[src/rtl/id_ex_stage.sv]
// ID/EX pipeline register with load-use bubble insertion, EX back-pressure hold and flush.
// Optional bubble counter enabled by defining HAZARD_CNT_EN; otherwise bubble_cnt is tied to 0.
module id_ex_stage #(
    parameter int DATA_W = 32,
    parameter int CNT_W  = 16
) (
    input  logic              clk,
    input  logic              rst,
    input  logic              id_valid,
    input  logic [10:0]       id_ctrl,
    input  logic [4:0]        id_rs,
    input  logic [4:0]        id_rt,
    input  logic [4:0]        id_rd,
    input  logic [DATA_W-1:0] id_rs_data,
    input  logic [DATA_W-1:0] id_rt_data,
    input  logic [DATA_W-1:0] id_imm,
    input  logic [DATA_W-1:0] id_pc4,
    input  logic              ex_stall,
    input  logic              flush,
    output logic              stall_id,
    output logic              ex_valid,
    output logic [10:0]       ex_ctrl,
    output logic [4:0]        ex_rs,
    output logic [4:0]        ex_rt,
    output logic [4:0]        ex_wr_reg,
    output logic [DATA_W-1:0] ex_rs_data,
    output logic [DATA_W-1:0] ex_rt_data,
    output logic [DATA_W-1:0] ex_imm,
    output logic [DATA_W-1:0] ex_pc4,
    output logic [CNT_W-1:0]  bubble_cnt
);

    logic       uses_rt;
    logic       rs_match;
    logic       rt_match;
    logic       load_use;
    logic [4:0] id_wr_reg;

    // R-type, branch and store read rt; immediate-form loads/ALU ops do not.
    assign uses_rt   = ~id_ctrl[2] | id_ctrl[7];
    assign rs_match  = (ex_wr_reg == id_rs);
    assign rt_match  = uses_rt & (ex_wr_reg == id_rt);
    assign load_use  = ex_valid & ex_ctrl[8] & (ex_wr_reg != 5'd0) & id_valid
                     & (rs_match | rt_match);
    assign stall_id  = (load_use | ex_stall) & ~flush;
    assign id_wr_reg = id_ctrl[0] ? id_rd : id_rt;

    // Priority: reset, flush bubble, EX hold, load-use bubble, normal load.
    always_ff @(posedge clk) begin
        if (rst) begin
            ex_valid   <= 1'b0;
            ex_ctrl    <= '0;
            ex_rs      <= '0;
            ex_rt      <= '0;
            ex_wr_reg  <= '0;
            ex_rs_data <= '0;
            ex_rt_data <= '0;
            ex_imm     <= '0;
            ex_pc4     <= '0;
        end else if (flush) begin
            ex_valid <= 1'b0;
            ex_ctrl  <= '0;
        end else if (ex_stall) begin
            ex_valid <= ex_valid;
        end else if (load_use) begin
            ex_valid <= 1'b0;
            ex_ctrl  <= '0;
        end else begin
            ex_valid   <= id_valid;
            ex_ctrl    <= id_valid ? id_ctrl : 11'd0;
            ex_rs      <= id_rs;
            ex_rt      <= id_rt;
            ex_wr_reg  <= id_wr_reg;
            ex_rs_data <= id_rs_data;
            ex_rt_data <= id_rt_data;
            ex_imm     <= id_imm;
            ex_pc4     <= id_pc4;
        end
    end

`ifdef HAZARD_CNT_EN
    logic [CNT_W-1:0] bubble_q;
    logic             bubble_taken;

    // Counts only bubbles actually inserted for load-use, saturating at all-ones.
    assign bubble_taken = ~flush & ~ex_stall & load_use;

    always_ff @(posedge clk) begin
        if (rst) begin
            bubble_q <= '0;
        end else if (bubble_taken && !(&bubble_q)) begin
            bubble_q <= bubble_q + CNT_W'(1);
        end
    end

    assign bubble_cnt = bubble_q;
`else
    assign bubble_cnt = '0;
`endif

endmodule

[config.mk]
export PLATFORM = sky130hd
export DESIGN_NAME = id_ex_stage
export DESIGN_NICKNAME = d
export VERILOG_FILES = /design/src/rtl/id_ex_stage.sv
export SDC_FILE = /design/constraint.sdc
export NUM_CORES = 1
export LEC_CHECK = 0
export BUFFER_PORTS_ARGS = -buffer_cell sky130_fd_sc_hd__buf_2
export CORE_AREA = 2 2 129 131
export DETAILED_ROUTE_END_ITERATION = 8
export DIE_AREA = 0 0 131 133
export GPL_ROUTABILITY_DRIVEN = 0
export HOLD_SLACK_MARGIN = 0.15
export PLACE_DENSITY = 0.73
export SLEW_MARGIN = 5
export SYNTH_ARGS = -nofsm -noshare
export SYNTH_HDL_FRONTEND = slang
export SYNTH_SLANG_ARGS = --single-unit
[constraint.sdc]
create_clock -name clk -period 3.7 [get_ports clk]
set_input_delay 0.37 -clock clk [delete_from_list [all_inputs] [get_ports clk]]
set_output_delay 0.37 -clock clk [all_outputs]
set_load 0.005 [all_outputs]
### Word-level counts from Yosys, hierarchy flattened

Index checks and enable logic that the tools add are counted.

* register bits after elaboration: 155
* input bits: 159
* output and inout bits: 172
* word-level logic and storage cells: 31

* eq/ne operators: 2
* muxes and demuxes: 4
* bitwise operators: 13
* reduce and logical (&&, ||, !) cells: 3

Operators by type and width (number)
* two-way mux 11 bit: 2
* == test 5 bit: 2
* bitwise AND 1 bit: 6
* two-way mux 5 bit: 1
* nonzero test 5 bit: 1
* NOT 1 bit: 4
* OR 1 bit: 3
* AND reduction 3 bit: 1
* OR reduction 2 bit: 1
* two-way mux 1 bit: 1

### Longest topological paths before layout

* word-level depth: 7
* gate-level depth with buffers: 8
* mapped depth without buffers: 5

### Worst setup path after synthesis

OpenSTA, ideal clock, no wires.

* path type: flip-flop to output port
* start: register ex_wr_reg[1]
* end: output port stall_id
* arrival time: 1.665 ns
* required time: 3.330 ns
* setup slack: 1.665 ns
* stages on the path, launching flop included: 6
* path buffers: 1
* cells stage by stage: dfxtp_1 > or4_1 > o2111ai_2 > clkbuf_1 > nor2_1 > o21ba_2

* word-level cells in the longest chain between the ends: 6
* elaborated cells on any way between the ends: 10
* those cells by class: eq/ne (2); bitwise (7); reduce/logical (1)

Ends and longest elaborated chain
* from (decl): RTL line 25 `output logic [4:0] ex_wr_reg,`
* from (signal assigned): RTL line 73 `ex_wr_reg <= id_wr_reg;`
* == test 5 bit or nonzero test 5 bit (tied branches): RTL line 42, 43
* bitwise AND 1 bit, on equally long branches: RTL line 42, 43
* OR 1 bit or bitwise AND 1 bit (tied branches): RTL line 44, 43
* bitwise AND 1 bit *: RTL line 44 `& (rs_match | rt_match);`
* OR 1 bit *: RTL line 45 `assign stall_id = (load_use | ex_stall) & ~flush;`
* bitwise AND 1 bit *: RTL line 45
* to (decl): RTL line 20 `output logic stall_id,`

Every way passes the cells marked *; elsewhere a longest branch is shown, timed or not.

### Worst setup path after layout

Ends and elaborated chain as after synthesis.

==> impl_metrics.env <==
export IMPL_fp_dieH_um=133
export IMPL_grt_max_degree=130
export IMPL_cts_sinks=155
export IMPL_synth_compound_area_share_pct=2.66
export IMPL_post_cts_setup_buffers=0
export IMPL_async_flop_share_pct=0
export IMPL_p_per_area_mw_per_mm2=435
export IMPL_layout_nets=1164
export IMPL_status="complete, no violations"
export IMPL_final_antenna_net_count=0
export IMPL_root_buffer="clkbuf_16"
export IMPL_fin_ws_ns=1.00
export IMPL_drive_gt1_share_pct=35.0
export IMPL_viasPerCell=4.54
export IMPL_initial_core_util_pct=44.1
export IMPL_grt_overflow=0
export IMPL_synth_edf_count=0
export IMPL_layout_worst_path_cycle_share_pct=73.0
export IMPL_swShare_pct=24.0
export IMPL_rows=47
export IMPL_place_ws_ns=1.01
export IMPL_fin_skew_ns=0.00748
export IMPL_crit_type="register to output pin"
export IMPL_p_total_uw=4070
export IMPL_synth_area_mm2=0.00714
export IMPL_grt_pass1_vias=5359
export IMPL_hold_buffers=0
export IMPL_antenna_found_initial=0
export IMPL_synthSimpleGateAreaFrac_pct=26.1
export IMPL_fin_crit_ns=2.70
export IMPL_synth_area_mux_share_pct=20.8
export IMPL_routed_wirelength_mm=16.9
export IMPL_grt_usage_pct=19.1
export IMPL_routedWlPerCell_um=13.7
export IMPL_yosys_area_top_type_share_pct=43.5
export IMPL_synth_top_family_by_area="simple AND/OR/NAND/NOR gates"
export IMPL_cp_max_fo=14
export IMPL_dpl_hpwl_mm=12.2
export IMPL_numCtsBuffers=17
export IMPL_synth_most_common_cell="nand2b_1"
export IMPL_synth_cell_types=25
export IMPL_power_switching_uw=977
export IMPL_vias=5624
export IMPL_finalSetupViolations=0
export IMPL_ys_seq_area_share_pct=43.5
export IMPL_fmax_mhz=370
export IMPL_syn_area_per_cell_um2=9.92
export IMPL_p_leak_uw=0.00490
export IMPL_yosys_top_cells_count="nand2b_1 (276), dfxtp_1 (155), mux2i_1 (143)"
export IMPL_critPathRequiredTime_ns=3.33
export IMPL_n_antenna_cell=0
export IMPL_yosysTopAreaCell="dfxtp_1"
export IMPL_start_kind="register"
export IMPL_chipWidth_um=131
export IMPL_area_growth_pct=31.1
export IMPL_io_pins=331
export IMPL_fin_tns_setup_ns=0
export IMPL_die_area_mm2=0.0174
export IMPL_hold_class="input pin to register"
export IMPL_htree_levels=4
export IMPL_grt_pass1_wl_mm=26.3
export IMPL_netlist_top_cells_area="dfxtp_1 (43%), nand2b_1 (24%), mux2i_1 (20%), clkbuf_1 (2.0%), buf_4 (1.7%)"
export IMPL_core_area_mm2=0.0162
export IMPL_drt_pre_antenna_iters=4
export IMPL_fillerInstances=1448
export IMPL_drc=0
export IMPL_drv_slew=0
export IMPL_synth_cells=720
export IMPL_clkTransAtPathRegs_ns=0.06
export IMPL_cts_max_path_buffers=2
export IMPL_synth_xor_area_share_pct=1.23
export IMPL_pwr_share_comb_pct=11.8
export IMPL_tritoncts="yes"
export IMPL_port_buffers=314
export IMPL_slew_limit_headroom_pct=36.9
export IMPL_post_cts_resized=0
export IMPL_clkPwrFrac_pct=44.1
export IMPL_seqPwrFrac_pct=44.1
export IMPL_grt_setup_unrepaired="no"
export IMPL_cp_end_kind="output pin"
export IMPL_ys_ff_latch=155
export IMPL_p_int_uw=3100
export IMPL_irDropWorstVdd_v=0.000298
export IMPL_hold_violations=0
export IMPL_ys_flop_type="dfxtp_1"
export IMPL_place_area_mm2=0.00875
export IMPL_first_iter_violations=195
export IMPL_worstSkewPairLatency_ns=0.42
export IMPL_ys_warn_count=0
export IMPL_drv_cap=0
export IMPL_synthAdderAreaFrac_pct=0
export IMPL_worst_slew_pin_slew_ns=0.947
export IMPL_crit_arrival_ns=2.33
export IMPL_fin_area_mm2=0.00936
-- cell families after synthesis --
logic type / after synthesis
mux: 148
simple gates: 306
compound gates: 29
flops: 155
buf+inv: 71
other cells: 1
xor+xnor: 10
-- area by class of cell --
class	instances	area, µm²	share of cell area, %
multi-input combinational	509	3700	39.6
sequential	155	3100	33.2
timing repair buffer	321	1660	17.8
clock buffer	19	443	4.73
tap	220	275	2.94
clock inverter	13	168	1.79
inverter	1	3.75	0.0401
-- final timing paths --
check                       startpoint  cells past startpoint                           to  slack (ns)
min reg2reg    ex_ctrl[9]$_SDFFE_PP0N_                      2      ex_ctrl[9]$_SDFFE_PP0N_        0.45
max reg2reg  ex_wr_reg[2]$_SDFFE_PP0P_                      7      ex_imm[16]$_SDFFE_PP0P_        1.15
min                     id_rt_data[26]                      3  ex_rt_data[26]$_SDFFE_PP0P_        0.20
max          ex_wr_reg[1]$_SDFFE_PP0P_                      5                     stall_id        1.00
-- worst max-delay path, cell delays in order, from the launching register on --
cell,delay [ns]
dfxtp_1,0.36
or4_1,0.56
o2111ai_2,0.56
nor2_1,0.09
o21ba_2,0.22
buf_2,0.12
-- power by group through the flow --
stage	clock (µW)	combinational [µW]	sequential [µW]
CTS	1840	488	1800
floorplan	0	276	1840
global route	1920	532	1810
global placement	0	480	1830
finish	1800	480	1800
detailed placement	0	486	1830
-- through the flow --
stage               util, %  hold slack (ns)  std cells
finish                 57.9            0.197       1238
global route           57.9            0.189       1238
CTS                    57.9            0.178       1238
detailed placement     54.1            0.448       1206
global placement       54.1            0.442       1206
floorplan                 -            0.449        735
-- layout by cell type, fill, tap and decap left out, drive strengths merged --
master,n
buf,321
nand2b,276
dfxtp,155
mux2i,143
clkbuf,19
conb,16
a21oi,13
nand2,12
o211ai,11
xor2,10
nor2,8
nor2b,6
mux2,5
clkinvlp,5
bufinv,3
inv,3
clkinv,3
o21ai,2
nor4,1
nor3,1
a22oi,1
or4,1
o2111ai,1
o21ba,1
or2,1
-- routing by layer --
layer,routed length (µm),up-vias,share of wire [%],GRT usage [%]
met5,0,-,0,0
met1,6900,2520,41,21.9
li1,-,2872,-,-
met2,8260,200,49,32.5
met3,1360,32,8.0,5.98
met4,423,0,2.5,7.80
(Power assumes the default switching activity.)
